`src/rtl/cache_wb_buffer_pkg.sv`:
```
// cache_wb_buffer_pkg: geometry shared by the writeback buffer, its FIFO and its interface.
package cache_wb_buffer_pkg;
    localparam int PA_BITS = 32;
    localparam int LINELEN = 256;
    localparam int BEATLEN = 64;
    localparam int DEPTH = 2;
    localparam int OFFSETLEN = $clog2(LINELEN / 8);
endpackage

```
`src/rtl/cache_wb_buffer_if.sv`:
```
// cache_wb_buffer_if: victim-line push, bus burst and refill-lookup signals of the writeback buffer.
interface cache_wb_buffer_if;
    import cache_wb_buffer_pkg::*;
    logic               WBValid;
    logic               WBReady;
    logic [PA_BITS-1:0] WBAdr;
    logic [LINELEN-1:0] WBLine;
    logic               BusValid;
    logic               BusReady;
    logic [PA_BITS-1:0] BusAdr;
    logic [BEATLEN-1:0] BusData;
    logic               BusFirst;
    logic               BusLast;
    logic [PA_BITS-1:0] LookupAdr;
    logic               LookupHit;
    logic               Empty;
    modport slave (
        input  WBValid, WBAdr, WBLine, BusReady, LookupAdr,
        output WBReady, BusValid, BusAdr, BusData, BusFirst, BusLast, LookupHit, Empty
    );
    modport master (
        output WBValid, WBAdr, WBLine, BusReady, LookupAdr,
        input  WBReady, BusValid, BusAdr, BusData, BusFirst, BusLast, LookupHit, Empty
    );
endinterface

```
`src/rtl/cache_wb_fifo.sv`:
```
// cache_wb_fifo: circular store of victim lines with tags and per-entry valid bits for hazard lookup.
module cache_wb_fifo import cache_wb_buffer_pkg::*; #(
    parameter int ENTRIES = DEPTH,
    parameter int TAGW = PA_BITS - OFFSETLEN,
    parameter int LINEW = LINELEN
) (
    input  logic                          clk,
    input  logic                          reset,
    input  logic                          push,
    input  logic                          pop,
    input  logic [TAGW-1:0]               pushTag,
    input  logic [LINEW-1:0]              pushLine,
    output logic [TAGW-1:0]               headTag,
    output logic [LINEW-1:0]              headLine,
    output logic [ENTRIES-1:0][TAGW-1:0]  tags,
    output logic [ENTRIES-1:0]            valids,
    output logic [$clog2(ENTRIES):0]      count,
    output logic                          full,
    output logic                          empty
);
    localparam int PW = $clog2(ENTRIES);
    localparam int CW = PW + 1;
    logic [PW-1:0] wrPtr, rdPtr;
    logic [ENTRIES-1:0][LINEW-1:0] lines;
    // Pointers wrap naturally because ENTRIES is a power of two.
    always_ff @(posedge clk) begin
        if (reset) begin
            wrPtr <= '0;
            rdPtr <= '0;
            count <= '0;
            valids <= '0;
        end else begin
            if (push) wrPtr <= wrPtr + 1'b1;
            if (pop) rdPtr <= rdPtr + 1'b1;
            count <= count + CW'(push) - CW'(pop);
            if (pop) valids[rdPtr] <= 1'b0;
            if (push) valids[wrPtr] <= 1'b1;
        end
    end
    always_ff @(posedge clk) begin
        if (push) begin
            tags[wrPtr] <= pushTag;
            lines[wrPtr] <= pushLine;
        end
    end
    assign headTag = tags[rdPtr];
    assign headLine = lines[rdPtr];
    assign full = count == CW'(ENTRIES);
    assign empty = count == '0;
endmodule

```
`src/rtl/cache_wb_buffer.sv`:
```
// cache_wb_buffer: queues dirty victim lines from the D$ and drains each as a beat burst to the bus,
// flagging refills that hit a line still waiting to be written back.
module cache_wb_buffer import cache_wb_buffer_pkg::*; (
    input logic clk,
    input logic reset,
    cache_wb_buffer_if.slave wb
);
    localparam int BEATS = LINELEN / BEATLEN;
    localparam int BEATBITS = $clog2(BEATS);
    localparam int BYTEBITS = $clog2(BEATLEN / 8);
    localparam int TAGW = PA_BITS - OFFSETLEN;
    localparam int CW = $clog2(DEPTH) + 1;
    typedef enum logic {IDLE, BURST} stateT;
    stateT state, nextState;
    logic [BEATBITS-1:0] beatCnt;
    logic push, pop, full, empty, beatAcc, lastBeat;
    logic [CW-1:0] count;
    logic [TAGW-1:0] headTag;
    logic [LINELEN-1:0] headLine;
    logic [BEATS-1:0][BEATLEN-1:0] headBeats;
    logic [DEPTH-1:0][TAGW-1:0] tags;
    logic [DEPTH-1:0] valids;
    logic unusedBits;

    assign push = wb.WBValid & ~full;
    assign beatAcc = wb.BusValid & wb.BusReady;
    assign lastBeat = beatCnt == BEATBITS'(BEATS - 1);
    assign pop = beatAcc & lastBeat;
    assign headBeats = headLine;
    assign unusedBits = ^{wb.WBAdr[OFFSETLEN-1:0], wb.LookupAdr[OFFSETLEN-1:0]};

    cache_wb_fifo fifo (
        .clk(clk), .reset(reset), .push(push), .pop(pop),
        .pushTag(wb.WBAdr[PA_BITS-1:OFFSETLEN]), .pushLine(wb.WBLine),
        .headTag(headTag), .headLine(headLine), .tags(tags), .valids(valids),
        .count(count), .full(full), .empty(empty)
    );

    always_ff @(posedge clk) state <= reset ? IDLE : nextState;

    // Stay in BURST across a line boundary when another line is already queued, so no bubble.
    always_comb
        nextState = state == IDLE ? (empty ? IDLE : BURST) : (pop && count == CW'(1) ? IDLE : BURST);

    always_ff @(posedge clk) begin
        if (reset) beatCnt <= '0;
        else if (beatAcc) beatCnt <= beatCnt + 1'b1;
    end

    always_comb begin
        wb.BusValid = state == BURST;
        wb.BusFirst = beatCnt == '0;
        wb.BusLast = lastBeat;
        wb.BusAdr = wb.BusValid ? {headTag, beatCnt, BYTEBITS'(0)} : '0;
        wb.BusData = wb.BusValid ? headBeats[beatCnt] : '0;
        wb.WBReady = ~full;
        wb.Empty = empty;
    end

    // The head stays valid through the cycle its last beat is accepted.
    always_comb begin
        wb.LookupHit = 1'b0;
        for (int i = 0; i < DEPTH; i++)
            wb.LookupHit |= valids[i] && tags[i] == wb.LookupAdr[PA_BITS-1:OFFSETLEN];
    end
endmodule

```
`src/flat_wrapper.sv`:
```
// flat-port wrapper written by rule: the top's interface ports become plain ports
module cache_wb_buffer_flat import cache_wb_buffer_pkg::*;
  (clk, reset, wb_WBValid, wb_WBAdr, wb_WBLine, wb_BusReady, wb_LookupAdr, wb_WBReady, wb_BusValid, wb_BusAdr, wb_BusData, wb_BusFirst, wb_BusLast, wb_LookupHit, wb_Empty);
  cache_wb_buffer_if wb_i ();
  input logic clk;
  input logic reset;
  input wire logic [$bits(wb_i.WBValid)-1:0] wb_WBValid;
  input wire logic [$bits(wb_i.WBAdr)-1:0] wb_WBAdr;
  input wire logic [$bits(wb_i.WBLine)-1:0] wb_WBLine;
  input wire logic [$bits(wb_i.BusReady)-1:0] wb_BusReady;
  input wire logic [$bits(wb_i.LookupAdr)-1:0] wb_LookupAdr;
  output wire logic [$bits(wb_i.WBReady)-1:0] wb_WBReady;
  output wire logic [$bits(wb_i.BusValid)-1:0] wb_BusValid;
  output wire logic [$bits(wb_i.BusAdr)-1:0] wb_BusAdr;
  output wire logic [$bits(wb_i.BusData)-1:0] wb_BusData;
  output wire logic [$bits(wb_i.BusFirst)-1:0] wb_BusFirst;
  output wire logic [$bits(wb_i.BusLast)-1:0] wb_BusLast;
  output wire logic [$bits(wb_i.LookupHit)-1:0] wb_LookupHit;
  output wire logic [$bits(wb_i.Empty)-1:0] wb_Empty;
  assign wb_i.WBValid = wb_WBValid;
  assign wb_i.WBAdr = wb_WBAdr;
  assign wb_i.WBLine = wb_WBLine;
  assign wb_i.BusReady = wb_BusReady;
  assign wb_i.LookupAdr = wb_LookupAdr;
  assign wb_WBReady = wb_i.WBReady;
  assign wb_BusValid = wb_i.BusValid;
  assign wb_BusAdr = wb_i.BusAdr;
  assign wb_BusData = wb_i.BusData;
  assign wb_BusFirst = wb_i.BusFirst;
  assign wb_BusLast = wb_i.BusLast;
  assign wb_LookupHit = wb_i.LookupHit;
  assign wb_Empty = wb_i.Empty;
  cache_wb_buffer u_core (.clk(clk), .reset(reset), .wb(wb_i));
endmodule
```
`config.mk`:
```
export PLATFORM = sky130hd
export DESIGN_NAME = cache_wb_buffer_flat
export DESIGN_NICKNAME = d
export VERILOG_FILES = /design/src/rtl/cache_wb_buffer_pkg.sv /design/src/rtl/cache_wb_buffer_if.sv /design/src/rtl/cache_wb_fifo.sv /design/src/rtl/cache_wb_buffer.sv /design/src/flat_wrapper.sv
export SDC_FILE = /design/constraint.sdc
export NUM_CORES = 1
export LEC_CHECK = 0
export ABC_CLOCK_PERIOD_IN_PS = 39000
export CAP_MARGIN = 20
export CORE_ASPECT_RATIO = 1.2
export CORE_UTILIZATION = 55
export DETAILED_ROUTE_END_ITERATION = 16
export MAX_ROUTING_LAYER = met4
export PLACE_DENSITY = 0.84
export RECOVER_POWER = 50
export SETUP_SLACK_MARGIN = 0.05
export SLEW_MARGIN = 20
export SYNTH_ARGS = -nofsm -noshare
export SYNTH_HDL_FRONTEND = slang
export SYNTH_SLANG_ARGS = --single-unit
```
`constraint.sdc`:
```
create_clock -name clk -period 39 [get_ports clk]
set_input_delay 3.9 -clock clk [delete_from_list [all_inputs] [get_ports clk]]
set_output_delay 3.9 -clock clk [all_outputs]
set_load 0.02 [all_outputs]
```
; ---- Word-level counts from Yosys, hierarchy flattened
; Index checks and enable logic that the tools add are counted.
[word_totals]
ff_bits = 575
inputBits = 324
word_cells = 64
[classes]
add_sub_neg = 5
magnitude_cmp = 5
eq_ne = 5
muxes = 24
bitwise = 8
reduce_logical = 7
[ops]
columns = op, count
row1 = 256-bit two-way mux, 3
row2 = 512-bit bitwise mux, 1
row3 = 256-bit demux with 1-bit select, 1
row4 = 64-bit binary-select mux with 2-bit select, 1
row5 = 64-bit two-way mux, 2
row6 = 27-bit two-way mux, 3
row7 = 54-bit bitwise mux, 1
row8 = 27-bit == test, 2
row9 = 32-bit two-way mux, 1
row10 = 27-bit demux with 1-bit select, 1
row11 = 2-bit two-way mux, 3
row12 = 1-bit logical AND, 5
row13 = 1-bit two-way mux, 5
row14 = 2-bit == test (second input constant), 2
row15 = 2-bit zero test, 2
row16 = 1-bit by 2-bit less-than comparator with 1-bit output (second input constant), 2
row17 = 1-bit AND, 3
row18 = 2-bit by 3-bit less-than comparator with 1-bit output (second input constant), 1
row19 = 1-bit adder (second input constant), 2
row20 = 2-bit by 1-bit adder with 2-bit output, 1
row21 = 2-bit by 1-bit adder with 2-bit output (second input constant), 1
row22 = 2-bit AND, 1
row23 = 1-bit demux with 1-bit select, 2
row24 = 2-bit by 1-bit == test with 1-bit output (second input constant), 1
row25 = 6 further kinds, 7

; ---- Logic depth before layout (Yosys ltp)
[depth]
depth_word = 10
mapped_depth = 9
depth_no_buf = 8

; ---- Cells and area by module
; From an unflattened synthesis, not the netlist that was laid out.
[hier_totals]
hier_cells = 1186
hier_area_um2 = 24606.1
[modules_own_cells]
columns = module, n_inst, cells_per_inst, area_per_inst_um2, seq_area_each_um2
row1 = cache_wb_fifo, 1, 909, 21669.5, 17116.4
row2 = cache_wb_buffer, 1, 277, 2936.6, 60.1

; ---- Least setup slack after synthesis
; OpenSTA, ideal clock, no wires.
[synth_timing]
path_type = input to register
from = in wb_WBValid
to = reg u_core.fifo.lines[0] (netlist name) (enable)
arrival_ps = 15727
slack_ps = 22339
cell_stages = 2
path_buffers = 0
path_cell_list = nand2_1 nor2_1
[synth_between]
elab_chain_len = 1
[synth_rtl]
columns = item, line
row1 = start: declaration, flat_wrapper.sv:7  ; input wire logic [$bits(wb_i.WBValid)-1:0] wb_WBValid;
row2 = 1-bit AND, cache_wb_buffer.sv:25  ; assign push = wb.WBValid & ~full;
row3 = end signal: indexed assignment, cache_wb_fifo.sv:43  ; lines[wrPtr] <= pushLine;
row4 = end: declaration, cache_wb_fifo.sv:24  ; logic [ENTRIES-1:0][LINEW-1:0] lines;
; No other way between the ends.
; A chain may end at the register's enable or synchronous reset.

; ---- Worst setup path in the final report
[layout_timing]
from = in wb_LookupAdr[11]
to = out wb_LookupHit
[layout_between]
elab_chain_len = 3
elab_cells_between_ends = 5
[layout_rtl]
columns = item, line
row1 = start: declaration, flat_wrapper.sv:11  ; input wire logic [$bits(wb_i.LookupAdr)-1:0] wb_LookupAdr;
row2 = 27-bit == test, cache_wb_buffer.sv:64  ; wb.LookupHit |= valids[i] && tags[i] == wb.LookupAdr[PA_BITS-1:OFFSETLEN];
row3 = 1-bit logical AND, cache_wb_buffer.sv:64
row4 = 1-bit OR (*), cache_wb_buffer.sv:64
row5 = end: declaration, flat_wrapper.sv:18  ; output wire logic [$bits(wb_i.LookupHit)-1:0] wb_LookupHit;
; Mark *: on every way between the ends. The rest lies on a longest branch, timed or not.

==> results.md <==
- The routed design uses 3.269 mm of met3 wire.
- The adder-cell share of the synthesized area is 0.002209.
- The kind of cell with the highest combined delay on the critical path is buffers and inverters.
- The number of enable-type register cells in the synthesized netlist is 566.
- The effective utilization at floorplan is 0.5575.
- The detailed-router iteration count before antenna repair is 5.
- The number of vias after detailed routing is 12.29k.
- After detailed routing, the number of remaining DRC violations is 0.
- Among all flip-flop cells after synthesis, the most frequent one is edfxtp_1.
- The deepest clock path buffer count is 3.
- Yosys instantiated no cell more often than edfxtp_1.
- After synthesis, the mean cell area works out to slightly above 20 um^2.
- The area of the mapped netlist is between 0.02 and 0.025 mm^2.
- The final hold violation count was 0.
- Of the total synthesized cell area, the portion taken by AND, OR, NAND and NOR gates is 0.03810.
- From synthesis to final layout, the design area changed by 28.76%.
- After detailed routing, the total wire length is 51.29 mm.
- The number of different library cells in the post-synthesis netlist is 29.
- Counting I/O delays and the setup requirement, the final critical path takes 10.04 ns.
- The core box area is between 0.04 and 0.05 mm^2.
- Pin placement for this block handled 426 I/O pins.
- For this block, wires on met1 add up to 18.33 mm.
- For the pin with the worst max-slew slack, the measured transition is 3.326 ns.
- The sequential cells in the finished layout cover a total of between 0.015 and 0.02 mm^2.
- STA classifies the critical path endpoint as an output port.
- By area, the combinational part of the netlist is dominated by multiplexers.
- The die span in x is between 150 and 200 um.
- In this run, CTS created clock tree buffers numbering 54.
- The global placement routability congestion is 0.8230.
- The area share of xor/xnor cells in the synthesized design is 0.02281.
- The post-cts repair resize count is 0.
- The run finished, with violations left.
- The count of nets left with antenna violations once routing finished came out at 0.
- For this design the static power due to leakage is 9.474 nW.
- The final max-slew violation count was 96.
- Setup repair after global routing left no endpoint under its margin.
- After routing, the total negative slack on setup checks comes to 0 ns.
- The count of buffers added by post-CTS timing repair for setup is 0.
- The async set-or-reset flop fraction in the synthesized netlist is 0.
- For this run, the number of Yosys warnings is 0.
- The global route total overflow is 0.
- The maximum fanout encountered on the critical timing path is 2.
- Dividing the detail-routed wire length by the instance count gives 23.55 um.
- The die area is 0.04202 mm^2.
- In the final layout, the share of cells above drive strength 1 is 0.1444.
- Detailed placement ended at an HPWL of 32.08 mm.
- The largest net degree at the start of global routing is 151.
- For this design the ratio of total power to cell area is approximately 50 mW/mm^2.
- The first routing iteration left 752 violations.
- For the worst-skew pair, the clock arrives at the later sink with an insertion delay of roughly 0.58 ns.
- The number of global-route vias before repair is 13.32k.
- The most used cell along the critical path is clkdlybuf4s50_1.
- STA classifies the critical path startpoint as an input pin.
- The combined buffer and inverter count along the critical path is 2.
- Buffers inserted to repair hold after CTS numbered 0.
- The site row count is 81.
- The global-route wire length before repair is 75.39 mm.
- Fill cells in the final layout number 2423.
- The routed design uses 27.27 mm of met2 wire.
- The register area share after synthesis is 0.7581.
- The tree is rooted in a clkbuf_16.
- Across every metal layer, demand over resource in global routing totals 0.2472.
- The post-synthesis register bit count is 575.
- Of all cell types, the one taking the most synthesized area is edfxtp_1.
- The stage delay of the slowest cell on the critical path is 0.68 ns.
- The slowest stage of the critical path belongs to the cell clkdlybuf4s50_1.
- The worst hold path class is reg2reg.
- Measured against its own limit, the worst slew margin works out to -1.217.
- By area the synthesized netlist is led by edfxtp_1 (75%), mux4_2 (13%), nand2_1 (2.2%).
- The clock tree from TritonCTS is yes.
- The arrival time at the worst endpoint is 6.14 ns.
- Of the post-synthesis cell area, the dominant cell type holds 0.7501.
- Across the run, the number of max-cap violations was 2.
- The compound-cell area share of the yosys netlist is 0.02264.
- The area of combinational cells with multiple inputs is 0.005107 mm^2.
- The detailed router used layers up to and including met4.
- Sorting the synthesized cells by how often they occur yields edfxtp_1 (566), nand2_1 (132), mux4_2 (128).
- The worst hold slack is 0.5211 ns.
- After synthesis, the share of cell area in mux cells is 0.1392.
- The maximum clock frequency is 99.57 MHz.
- The final layout contains 1876 nets.
- The number of antenna violations at the first check in global routing was 49.
- The number of standard cells after synthesis is about 1.1k.
- For the final database, setup skew stands at slightly above 0.01 ns.
- Measured along the y axis, the die boundary spans 224.3 um.
- The setup path with the least slack is of type in2out.
- The via density per instance is roughly 5.6.
- The number of H-tree branching levels is 2.
- Walking the worst path, the cells encountered are clkdlybuf4s50_1, xnor2_1, nand4_1, or4_1, o22ai_1, clkdlybuf4s50_1.
- IR analysis of the VDD net gives a maximum drop of 0.04729 mV.
- The checks that failed: max-capacitance violations, max-slew violations.
- For this design, the sink count on the clock tree is 575.
- In the finished design, the share of the clock period the worst path needs comes to 0.2575.
- The final number of setup-violating endpoints is 0.
- STA puts the critical path data required time at approximately 35 ns.
- The clock-pin slew reported for the worst setup and hold paths after clock tree synthesis is 0.06 ns.
- The number of input and output port buffers inserted is 412.
-- path summary, 6_finish.rpt --
path,slack [ns],from,endpoint,depth (start not counted)
setup / recovery,28.96,wb_LookupAdr[11],wb_LookupHit,6
hold / removal,0.52,u_core.fifo.valids[1]$_SDFF_PP0_,u_core.fifo.valids[1]$_SDFF_PP0_,2
setup reg to reg,34.05,u_core.fifo.count[0]$_SDFF_PP0_,u_core.fifo.lines[363]$_DFFE_PP_,4
hold reg to reg,0.52,u_core.fifo.valids[1]$_SDFF_PP0_,u_core.fifo.valids[1]$_SDFF_PP0_,2
-- sequential cells by signal, summed over array words and instances (netlist names) --
name,count
u_core.fifo.lines,512
u_core.fifo.tags,54
u_core.beatCnt,2
u_core.fifo.count,2
u_core.fifo.valids,2
u_core.fifo.rdPtr,1
u_core.fifo.wrPtr,1
u_core.wb.BusValid,1
-- tightest hold or removal path: cells and delay by family, from the launching register on --
family | cells | cell delay, ns
simple gates | 1 | 0.09
flops | 1 | 0.33
compound gates | 1 | 0.06
-- placed cells by master, fill, tap and decap left out, drive strengths merged --
master	n
ha	4
o22ai	1
conb	3
dfxtp	9
inv	8
edfxtp	566
and2	2
a211oi	1
or4	2
clkinv	25
clkinvlp	2
bufinv	8
diode	46
nor4	6
nand2	132
a21boi	64
a21oi	2
clkbuf	63
mux2i	27
nor2b	28
mux4	128
and3	2
nor2	10
clkdlybuf4s50	127
dlygate4sd3	285
buf	15
xnor2	33
a2bb2oi	1
nand4	8
nand2b	2
nand3	3
xor2	26
-- report_power, final --
group	switching (W)	total [W]	internal (W)
sequential	0.0000177	0.000756	0.000739
combinational	0.0000841	0.000164	0.0000798
clock	0.000222	0.000531	0.000308
-- kinds of logic after synthesis --
family / count (synthesis)
DFF: 575
and+or+nand+nor: 195
AOI/OAI and AO/OA: 69
xor gates and xnor gates: 59
buffers and inverters: 66
muxes: 155
adders and majority gates: 4
other: 1
-- through the flow --
stage,utilization,power (W),cell area (um^2),instances,setup WS (ns)
floorplan,-,0.0008699,22670,1126,22.34
finish,0.7179,0.001451,29170,2178,28.96
global route,0.7176,0.001495,29160,2174,28.85
CTS,0.7146,0.001465,29040,2131,28.96
global placement,0.6704,0.0009290,27250,2030,28.97
detailed placement,0.6704,0.0009375,27250,2030,28.99
-- layer usage --
metal  vias to the layer above  track usage
li1                       5395            -
met4                         0       0.1282
met1                      6249       0.2764
met5                         -            -
met3                       143      0.04821
met2                       507       0.4230
-- final cells by class --
type / count / area share
Antenna cell: 46 / 0.003946
Multi-Input combinational cell: 485 / 0.1751
Clock inverter: 38 / 0.01402
Timing Repair Buffer: 427 / 0.1465
Clock buffer: 63 / 0.04748
Tap cell: 539 / 0.02312
Inverter: 5 / 0.0006433
Sequential cell: 575 / 0.5893
Note: power is estimated with default switching activity, not from simulation.
